File: config.mk
export PLATFORM = sky130hd
export DESIGN_NAME = pipe_ctrl
export DESIGN_NICKNAME = d
export VERILOG_FILES = /design/src/rtl/pipe_ctrl.sv
export SDC_FILE = /design/constraint.sdc
export NUM_CORES = 1
export LEC_CHECK = 0
export ABC_AREA = 1
export BUFFER_PORTS_ARGS = -buffer_cell sky130_fd_sc_hd__buf_4
export CAP_MARGIN = 20
export CORE_AREA = 2 2 81 83
export CTS_CLUSTER_SIZE = 28
export DETAILED_ROUTE_END_ITERATION = 7
export DIE_AREA = 0 0 83 85
export PLACE_DENSITY = 0.72
export SLEW_MARGIN = 20
export SYNTH_ARGS = -nofsm -noshare
export SYNTH_HDL_FRONTEND = slang
export SYNTH_SLANG_ARGS = --single-unit
File: constraint.sdc
create_clock -name clk -period 1.7 [get_ports clk]
set_input_delay 0.085 -clock clk [delete_from_list [all_inputs] [get_ports clk]]
set_output_delay 0.085 -clock clk [all_outputs]
set_load 0.01 [all_outputs]
File: src/rtl/pipe_ctrl.sv
// Pipeline sequencing controller for the 5-stage RV32I core: load-use interlock,
// multi-cycle EX freeze, branch redirect, debug halt and a saturating stall counter.
module pipe_ctrl (
    input  logic        clk,
    input  logic        rst,
    input  logic        id_reg1re,
    input  logic [4:0]  id_reg1addr,
    input  logic        id_reg2re,
    input  logic [4:0]  id_reg2addr,
    input  logic [4:0]  ex_rd,
    input  logic        ex_regwe,
    input  logic        ex_isload,
    input  logic        ex_mdu_start,
    input  logic        ex_mdu_done,
    input  logic        ex_branch_taken,
    input  logic [31:0] ex_branch_target,
    input  logic        dbg_halt,
    input  logic        dbg_resume,
    output logic [5:0]  stall,
    output logic        flush_id,
    output logic        bubble_ex,
    output logic        bubble_mem,
    output logic        new_pc_valid,
    output logic [31:0] new_pc,
    output logic        halted,
    output logic [15:0] stall_cnt
);

    typedef enum logic [1:0] {
        RUN      = 2'd0,
        MDU_WAIT = 2'd1,
        HALT     = 2'd2
    } state_t;

    localparam logic [5:0] STALL_FRONT = 6'b000111;
    localparam logic [5:0] STALL_EX    = 6'b001111;

    state_t state, state_next;
    logic   halt_pend, halt_pend_next;
    logic   luh;

    // The load result is only available after MEM, so a consumer in ID must wait one slot.
    always_comb begin
        luh = ex_regwe && ex_isload && (ex_rd != 5'd0) &&
              ((id_reg1re && (id_reg1addr == ex_rd)) ||
               (id_reg2re && (id_reg2addr == ex_rd)));
    end

    always_comb begin
        // NOTE: every output gets a default first so no path leaves it unassigned (no latches).
        state_next     = state;
        halt_pend_next = halt_pend;
        stall          = '0;
        flush_id       = 1'b0;
        bubble_ex      = 1'b0;
        bubble_mem     = 1'b0;
        new_pc_valid   = 1'b0;
        new_pc         = '0;

        if (!rst) begin
            unique case (state)
                RUN: begin
                    if (ex_branch_taken) begin
                        new_pc_valid = 1'b1;
                        new_pc       = ex_branch_target;
                        flush_id     = 1'b1;
                        bubble_ex    = 1'b1;
                        if (dbg_halt) halt_pend_next = 1'b1;
                    end else if (ex_mdu_start && !ex_mdu_done) begin
                        state_next = MDU_WAIT;
                    end else if (luh) begin
                        stall     = STALL_FRONT;
                        bubble_ex = 1'b1;
                    end else if (dbg_halt || halt_pend) begin
                        state_next     = HALT;
                        halt_pend_next = 1'b0;
                        stall          = STALL_FRONT;
                        bubble_ex      = 1'b1;
                    end
                end
                MDU_WAIT: begin
                    if (dbg_halt) halt_pend_next = 1'b1;
                    if (ex_mdu_done) begin
                        state_next = RUN;
                    end else begin
                        stall      = STALL_EX;
                        bubble_mem = 1'b1;
                    end
                end
                HALT: begin
                    stall     = STALL_FRONT;
                    bubble_ex = 1'b1;
                    if (dbg_resume) state_next = RUN;
                end
                default: state_next = RUN;
            endcase
        end
    end

    always_ff @(posedge clk) begin
        // NOTE: non-blocking assignments so all state samples pre-edge values together.
        if (rst) begin
            state     <= RUN;
            halt_pend <= 1'b0;
            halted    <= 1'b0;
            stall_cnt <= '0;
        end else begin
            state     <= state_next;
            halt_pend <= halt_pend_next;
            halted    <= (state_next == HALT);
            if (stall[0] && (stall_cnt != 16'hFFFF))
                stall_cnt <= stall_cnt + 16'd1;
        end
    end

endmodule

Word-level counts from Yosys, hierarchy flattened
Index checks and enable logic that the tools add are counted.
{"block": "totals", "rom_bits": 0, "mem_bits_rw": 0, "input_bits": 58, "out_inout_bits": 59, "word_cells": 64, "register_bits": 20, "mem_count": 0, "latch_bits": 0}
{"block": "classes", "bitwise": 0, "shift": 0, "div": 0, "magnitude_cmp": 0, "multipliers": 0, "n_eq_ne": 9, "n_addsub": 1, "mux": 36, "n_reduce_logical": 14}
{"op": "32-bit 2-to-1 mux", "count": 3}
{"op": "16-bit by 1-bit adder with 16-bit output, second input constant", "count": 1}
{"op": "1-bit 2-to-1 mux", "count": 16}
{"op": "16-bit != test, second input constant", "count": 1}
{"op": "2-bit 2-to-1 mux", "count": 7}
{"op": "3-bit 2-to-1 mux", "count": 4}
{"op": "4-bit one-hot mux with 3 select lines", "count": 1}
{"op": "5-bit equality test", "count": 2}
{"op": "3-bit != test, second input constant", "count": 3}
{"op": "4-bit 2-to-1 mux", "count": 2}
{"op": "1-bit logical AND", "count": 7}
{"op": "2-bit one-hot mux with 3 select lines", "count": 1}
{"op": "5-bit nonzero test", "count": 1}
{"op": "2-bit equality test, second input constant", "count": 2}
{"op": "1-bit one-hot mux with 2 select lines", "count": 2}
{"op": "4-bit AND reduction", "count": 1}
{"op": "2-bit by 1-bit equality test with 1-bit output, second input constant", "count": 1}
{"op": "2-bit zero test", "count": 1}
{"op": "1-bit logical OR", "count": 2}
{"op": "2-bit nonzero test", "count": 1}
{"op": "1-bit zero test", "count": 1}

Depth between registers and ports, before layout
Gate-level depths: netlist of the first run.
{"block": "depth", "depth_word": 10, "depth_mapped": 14, "mapped_depth_nobuf": 14}

Least setup slack after synthesis of the first run
Ideal clock, no wire load.
{"block": "synth_timing", "path_type": "register -> register", "from": "reg stall_cnt[3]", "to": "reg stall_cnt[11]", "t_required_ns": 1.630, "synth_period_minus_slack_ns": 1.670, "path_slack_ns": 0.030, "setup_ns": 0.070, "path_stages_with_launch": 12, "arrival_time_ns": 1.600, "cell_sequence": "dfxtp_1 nand2_2 nor2_2 and3_1 buf_4 nand2_4 nor2_4 nand4_4 nand3_4 buf_12 nand2_2 a21oi_2"}
{"block": "synth_between", "elab_chain_cells": 2}
{"element": "start, declared", "line_no": "26", "source": "output logic [15:0] stall_cnt"}
{"element": "start signal, assigned", "line_no": "112", "source": "stall_cnt <= stall_cnt + 16'd1;"}
{"element": "parallel branches: the longest is 2 deep, another holds 16-bit by 1-bit adder with 16-bit output"}
Parallel ways; which one is timed is not known.
A chain may end at the register's enable or synchronous reset.

Final worst setup path of the first run
{"block": "layout_timing", "from": "reg state[0]", "to": "out stall[2]"}
{"block": "layout_between", "elab_chain_cells": 3}
{"element": "start, declared", "line_no": "38", "source": "state_t state, state_next;"}
{"element": "start signal, assigned", "line_no": "108", "source": "state <= state_next;"}
{"element": "2-bit equality test (tied with other cells)", "line_no": "61", "source": "unique case (state)"}
{"element": "4-bit one-hot mux with 3 select lines *", "line_no": "61"}
{"element": "4-bit 2-to-1 mux *", "line_no": "60", "source": "if (!rst) begin"}
{"element": "end, declared", "line_no": "19", "source": "output logic [5:0] stall,"}
Mark *: on every way between the ends. The rest lies on a longest branch, timed or not.

==> results of run 1 <==
## per-layer routing
layer,vias up,track usage (%),routed length (um)
met1,989,18.48,2345
met5,-,0,0
met2,105,27.42,2758
li1,1155,-,-
met4,0,3.726,58
met3,7,3.502,508
## through the flow
step / util, % / total power, W / cell area, um2
after global routing: 46.36 / 0.001362 / 2877
final: 46.36 / 0.001285 / 2877
after floorplan: - / 0.0007055 / 1798
after detailed placement: 44.93 / 0.0009260 / 2788
after CTS: 45.82 / 0.001292 / 2843
after global placement: 44.93 / 0.0009181 / 2788
## Yosys cell counts, types with 2 or more instances
cell type	instances	area, um2
xnor2_1	6	52.55
nor2_1	55	206.5
buf_2	2	10.01
and3_1	2	12.51
nand3_1	15	75.07
o21ai_0	2	10.01
nand4_1	19	118.9
nor3_1	6	30.03
a21oi_1	11	55.05
dfxtp_1	20	400.4
nand2_2	10	62.56
buf_4	6	45.04
clkbuf_1	6	22.52
xor2_1	7	61.31
a21oi_2	8	70.07
nand2_1	51	191.4
inv_1	60	225.2
inv_2	2	7.510
## power by group through the flow
| stage | sequential (W) | clock, W | combinational, W |
|---|---|---|---|
| after floorplan | 0.000500 | 0 | 0.000205 |
| after global placement | 0.000499 | 0 | 0.000419 |
| after detailed placement | 0.000500 | 0 | 0.000426 |
| after CTS | 0.000489 | 0.000375 | 0.000428 |
| after global routing | 0.000491 | 0.000401 | 0.000470 |
| final | 0.000490 | 0.000367 | 0.000428 |
## worst paths after layout
path / start / cells after the start / endpoint / slack, ps
max: state[0] / 8 / stall[2] / 120
min: ex_mdu_start / 3 / state[0] / 110
max reg2reg: stall_cnt[8] / 9 / stall_cnt[0] / 130
min reg2reg: stall_cnt[1] / 2 / stall_cnt[1] / 490
## flip-flops by register name, indices dropped and copies added (netlist names)
register	count
halt_pend	1
halted	1
state	2
stall_cnt	16
## kinds of logic (layout without fill, tap and decap cells)
kind of cell | Yosys count | count (layout) | synth area share [%]
and+or+nand+nor | 165 | 165 | 43.93
buffers and inverters | 78 | 199 | 18.62
AOI/OAI and AO/OA | 22 | 22 | 7.880
DFF | 20 | 20 | 22.31
xor gates and xnor gates | 13 | 13 | 6.346
adders and majority gates | 1 | 1 | 0.6972
other | 1 | 2 | 0.2090
## placed cells by master (no fill, tap or decap)
| cell type | synthesis | routed |
|---|---|---|
| buf_4 | 6 | 131 |
| inv_1 | 60 | 60 |
| nor2_1 | 55 | 54 |
| nand2_1 | 51 | 50 |
| nand4_1 | 19 | 19 |
| dfxtp_1 | 20 | 18 |
| nand3_1 | 15 | 15 |
| nand2_2 | 10 | 11 |
| a21oi_1 | 11 | 11 |
| a21oi_2 | 8 | 8 |
| xor2_1 | 7 | 7 |
| xnor2_1 | 6 | 5 |
| nor3_1 | 6 | 4 |
| clkbuf_8 | 0 | 4 |
| inv_2 | 2 | 2 |
| nor2_2 | 1 | 2 |
| o21ai_0 | 2 | 2 |
| nor3_2 | 0 | 2 |
| conb_1 | 1 | 2 |
| dfxtp_2 | 0 | 2 |
| clkinv_1 | 1 | 1 |
| a31oi_1 | 1 | 1 |
| and3_4 | 0 | 1 |
| nor3_4 | 1 | 1 |
| nand2_4 | 1 | 1 |
| nor2_4 | 1 | 1 |
| nand4_4 | 1 | 1 |
| nand3_4 | 1 | 1 |
| xnor2_2 | 0 | 1 |
| nand3b_1 | 1 | 1 |
| and3_1 | 2 | 1 |
| ha_1 | 1 | 1 |
| buf_6 | 0 | 1 |
## final cells by class
class | instances | area [um2] | area share, %
multi-input cells | 203 | 1091 | 37.93
repair buffers | 132 | 994.7 | 34.58
flip-flops and latches | 20 | 402.9 | 14.01
inverters | 63 | 236.5 | 8.221
well taps | 77 | 96.34 | 3.349
clock buffers | 4 | 55.05 | 1.914
## worst max-delay path, cell delays in order, from the launching register on
cell     delay [ps]
dfxtp_2         360
inv_1            70
nor2_2          120
nand2_2          90
o21ai_0          80
inv_1            80
a21oi_1         150
buf_4           160
buf_4           120
==> results.md, run 1 <==
- The worst hold path belongs to the class input pin to flop.
- The horizontal die dimension is 83 um.
- In this run the tool buffered the top-level ports with 114 buffer cells.
- The power density of the placed cells is 446.7 mW/mm2.
- The floorplan step defined a die boundary enclosing 0.007055 mm2.
- The leading register cell type out of synthesis is dfxtp_1.
- Max-cap violations in this run came to 0.
- The number of clock sinks is 20.
- For this run, the number of Yosys warnings is 0.
- After filler insertion, the fill cell instance count of the layout stands at 655.
- After synthesis, the share of flip-flops with an asynchronous set or reset is 0%.
- The number of pins exceeding their max-slew limit in the final report came to 0.
- Between clock sinks in the finished design, the worst skew comes to 3.172 ps.
- For this design the static power due to leakage is 1.619 nW.
- The register bit total from synthesis is 20.
- After clock tree synthesis, the repair step resized 0 gates.
- The total of hold buffers inserted after clock tree synthesis is 0.
- The area of the placeable core is 0.006205 mm2.
- The cell sitting at the root of the clock tree is a clkbuf_8.
- After legalization and detailed placement, the total HPWL measured 4536 um.
- The number of placed instances with taps included is 495.
- The number of antenna violations at the first check in global routing is 0.
- The sequential share of power is 38.1%.
- The post-route non-filler standard cell count is 499.
- The share of total power dissipated in combinational logic is 33.3%.
- The clock tree from TritonCTS is done.
- The nature of the critical path endpoint is an output pin.
- The final-report setup violation count is 0.
- The via count of the first global-routing pass is 1963.
- The worst path uses 92.91% of the clock period.
- After detailed routing, the average wire length per cell comes to 11.36 um.
- VDD sags by at most 0.3588 mV.
- In this run the remaining antenna-violating nets after routing total 0.
- For this design the top-level I/O count stands at 117.
- The largest buffer count on any clock path is 2.
- Net switching is 29.94% of the power.
- For this configuration, the core starts out at a cell density of 28.92%.
- The total congestion overflow is 0.
- The cell area that synthesis handed to floorplanning was 0.001794 mm2.
- The worst-case setup slack after placement is 106.6 ps.
- The fraction of the yosys area taken by sequential cells is 22.32%.
- The clock-pin transition on the worst setup and hold timing paths is 70 ps.
- The number of antenna diodes in the final layout is 0.
- For this run, the detailed router's first-pass iteration total came to 4.
- The internal power of the cells totals 0.0009002 W.
- The worst setup path is launched from a flop.
- Averaged over all synthesized cells, the footprint is 5.981 um2.
- Buffers inserted during clock tree synthesis total 3.
- In this run, synthesis inferred 0 flip-flops with an integrated enable.
- In this run, the number of DRC markers left after iteration 0 of detailed routing was 52.
- The run finished with clean final reports.
- The total DRC errors in the routed layout is 0.
- The congestion estimate from routability-driven global placement came to 0.8954.
- The clock network burns 28.6% of the power.
- The first global-routing pass estimated 9011 um of wire.
- Synthesis produced 300 cells.
- Yosys mapped the design onto 30 distinct sky130hd cell types.
- The clock reaches the later pin of the worst-skew pair after 260 ps.
- For the finished layout, the period the worst path requires is 1580 ps.
- The global routing usage summed across all routing layers is 15.27%.
- The switching power is 0.0003846 W.
- Static timing analysis puts the maximum clock frequency at 633.1 MHz.
- The fraction of final layout cells with drive strength greater than 1 is 40.28%.
- The number of rows created at floorplan is 29.
- The buffers inserted during post-CTS setup optimization is 0.
- The area added between synthesis and finish is 60.32%.
- The layout net count is 482.
- Setup repair after global routing left no endpoint under its margin.
- The via count is 2256.
- CTS built an H-tree with a depth of 1.
- After layout, the worst setup slack is 120.5 ps.
- Entering global routing, the biggest net connects 33 pins.
- The largest fanout on the critical path is 4.
- The critical path class is flop to output pin.
- The endpoint arrival time on the critical path is 1490 ps.
- The via density per instance is 4.521.
- From bottom edge to top edge, the die measures 85 um.
- Hold timing on the final database bottoms out at a slack of 105.8 ps.
- The final count of hold timing violations came to 0.
- The total negative slack for setup checks is 0 ps.
- The post-detailed-routing wire length is 5670 um.
- The data required time of the critical path is 1620 ps.
Power figures use the tool's default switching activity.
==> run 2, diff against run 1 <==
--- a/config.mk
+++ b/config.mk
@@ -8,11 +8,11 @@
 export ABC_AREA = 1
 export BUFFER_PORTS_ARGS = -buffer_cell sky130_fd_sc_hd__buf_4
 export CAP_MARGIN = 20
-export CORE_AREA = 2 2 81 83
+export CORE_AREA = 5 5 91 93
 export CTS_CLUSTER_SIZE = 28
 export DETAILED_ROUTE_END_ITERATION = 7
-export DIE_AREA = 0 0 83 85
-export PLACE_DENSITY = 0.72
+export DIE_AREA = 0 0 96 98
+export PLACE_DENSITY = 0.64
 export SLEW_MARGIN = 20
 export SYNTH_ARGS = -nofsm -noshare
 export SYNTH_HDL_FRONTEND = slang
==> results.md, run 2 (synthesis gave the netlist of run 1 again) <==
- The flow ran to the end, and the final reports show no timing, DRC or antenna violations.
- The first-pass iteration count of the detailed router is 4.
- The register with the most flip-flops in the layout has 16 of them.
- The critical-path cell with the highest stage delay is dfxtp_1.
- The total DRC errors in the routed layout is 0.
- In the finished design, the share of the clock period the worst path needs comes to 92.71%.
- The area added between synthesis and finish is 64.37%.
- In this run the power density over the cells is 444.7 mW/mm2.
- The number of pins exceeding their max-slew limit in the final report is 0.
- The H-tree depth is 1.
- Along the worst path, the maximum fanout reaches 14.
- In this design, the stage delay of the slowest critical-path cell is 340 ps.
- At the later pin of the worst-skew pair, clock insertion delay measures 270 ps.
- The worst hold path belongs to the class input pin to flop.
- The final count of hold timing violations came to 0.
- The fraction of final layout cells with drive strength greater than 1 is 39.95%.
- Counting the buffers created by CTS gives 3.
- In the final routed layout, each cell accounts on average for 11.97 um.
- Across the VDD grid, the largest voltage drop is 0.3036 mV.
- The maximum number of pins on one net before global-route repair is 33.
- For this block, the routed nets add up to 6345 um of wire.
- The met2 layer usage reported by global route is 20.98%.
- The number of DRC violations after detailed-routing iteration 0 is 45.
- Setup violations remaining at the end of the flow were counted as 0.
- The largest registers in the layout are stall_cnt: 16 flops, state: 2 flops.
- The total congestion overflow is 0.
- The total of hold buffers inserted after clock tree synthesis is 0.
- The clock skew is 3.000 ps.
- In the layout the commonest cells are buf_4, inv_1, nor2_1.
- The number of ports placed on the die boundary is 117.
- The placement-stage cell area is 0.002819 mm2.
- Setup repair after global routing could not meet its margin everywhere.
- With fillers left out, the area of the finished cells amounts to 0.002949 mm2.
- The critical path goes through inv_1 -> nor2_2 -> and3_1 -> nand2_4 -> nor2_4 -> nand4_4 -> buf_4 -> nand4_1 -> a21oi_2.
- The number of rows created at floorplan is 32.
- Leaving out filler cells and counting taps, the final layout contains 530.
- The number of max-cap violations is 0.
- In the global route stage, met1 resource usage came out at 15.60%.
- The number of buffer cells added on primary ports is 114.
- The detailed router placed 2279 vias in this run.
- The congestion estimate from routability-driven global placement came to 0.8909.
- The clock net in this run drives a total of 20 sinks.
- The critical path startpoint category is a flop.
- The root buffer cell is clkbuf_8.
- The via density per instance is 4.300.
- Power comes to 0.001312 W.
- In this run the most used layer during global routing was met2.
- The die area is 0.009408 mm2.
- The first global-routing pass estimated 9687 um of wire.
- STA puts the critical path data arrival time at 1730 ps.
- The height of the chip is 98 um.
- TritonCTS built the clock tree.
- The global routing usage summed across all routing layers is 12.44%.
- The worst path buffer plus inverter count is 2.
- The kind of cell with the highest combined delay along the critical path is simple AND/OR/NAND/NOR gates.
- Once detail routing completed, the nets flagged for antenna violations numbered 0.
- The final design utilization is 39.60%.
- The post-route minimum period is 1576 ps.
- The total area inside the core boundary comes to 0.007447 mm2.
- The maximum clock frequency is 634.5 MHz.
- The worst setup path is captured at a flop.
- The via count of the first global-routing pass is 2169.
- The clock-pin transition on the worst setup and hold timing paths is 70 ps.
- The final layout contains 488 nets.
- 0 antenna diodes ended up in the layout.
- The library cell used most frequently in the layout, excluding fill and tap cells, is buf_4.
- For this configuration, the core starts out at a cell density of 24.09%.
- The data required time of the critical path is 1850 ps.
- In the global route stage, met3 resource usage came out at 3.467%.
- The longest clock path from root to sink contains 2 buffers.
- The register with the most flip-flops is stall_cnt.
- The half-perimeter wire length after detailed placement is 5086 um.
- The number of antenna violations at the first check in global routing is 0.
- Counting tap cells, the placed design contains a total of 520 instances.
- Measured along the x axis, the die boundary spans 96 um.
- The worst setup path is of the flop to flop kind.
- Summed over all cells, the static leakage comes to 1.643 nW.
-- run 2: timing repair --
action / in CTS / in global routing
resized for setup: 1 / 3
buffers inserted: 0 / 6
pin swaps: 0 / 2
setup endpoints to repair: 3 / 42
-- run 2: worst reg2reg max path: stages, from the launching register on --
cell and delay, ps:
dfxtp_1 340, inv_1 70, nor2_2 150, and3_1 230
nand2_4 60, nor2_4 100, nand4_4 100, buf_4 220
nand4_1 130, a21oi_2 60
-- run 2: worst paths after layout --
path                       from       endpoint  slack, ps  cells past startpoint
setup / recovery   stall_cnt[5]   stall_cnt[7]        120                      9
hold reg to reg   stall_cnt[14]  stall_cnt[14]        520                      2
hold / removal     ex_mdu_start       state[0]        110                      3
setup reg to reg   stall_cnt[5]   stall_cnt[7]        120                      9
-- run 2: metal layers --
layer | part of all wire (%) | vias up
met2 | 45 | 106
met4 | 1.0 | 0
met1 | 42 | 997
met5 | 0 | -
li1 | - | 1171
met3 | 12 | 5
-- run 2: area by class of cell --
cell class	instances	area [um2]
clock buffers	4	55.05
fillers	792	4498
inverters	63	236.5
multi-input cells	203	1080
flip-flops and latches	20	401.6
well taps	102	127.6
repair buffers	138	1049
-- run 2: report_power, final --
group	switching (W)	total, W	internal [W]
clock network	0.000164	0.000371	0.000207
logic	0.000221	0.000453	0.000232
registers	0.00000812	0.000488	0.000480
-- run 2: stage by stage --
| step | setup slack [ps] | hold WS, ps | TNS [ps] |
|---|---|---|---|
| final | 123.9 | 107.0 | 0 |
| after global routing | -18.45 | 111.5 | -21.37 |
| after CTS | 36.42 | 119.9 | 0 |
| after detailed placement | 104.1 | 397.2 | 0 |
| after global placement | 124.4 | 393.6 | 0 |
| after floorplan | 29.68 | 236.4 | 0 |
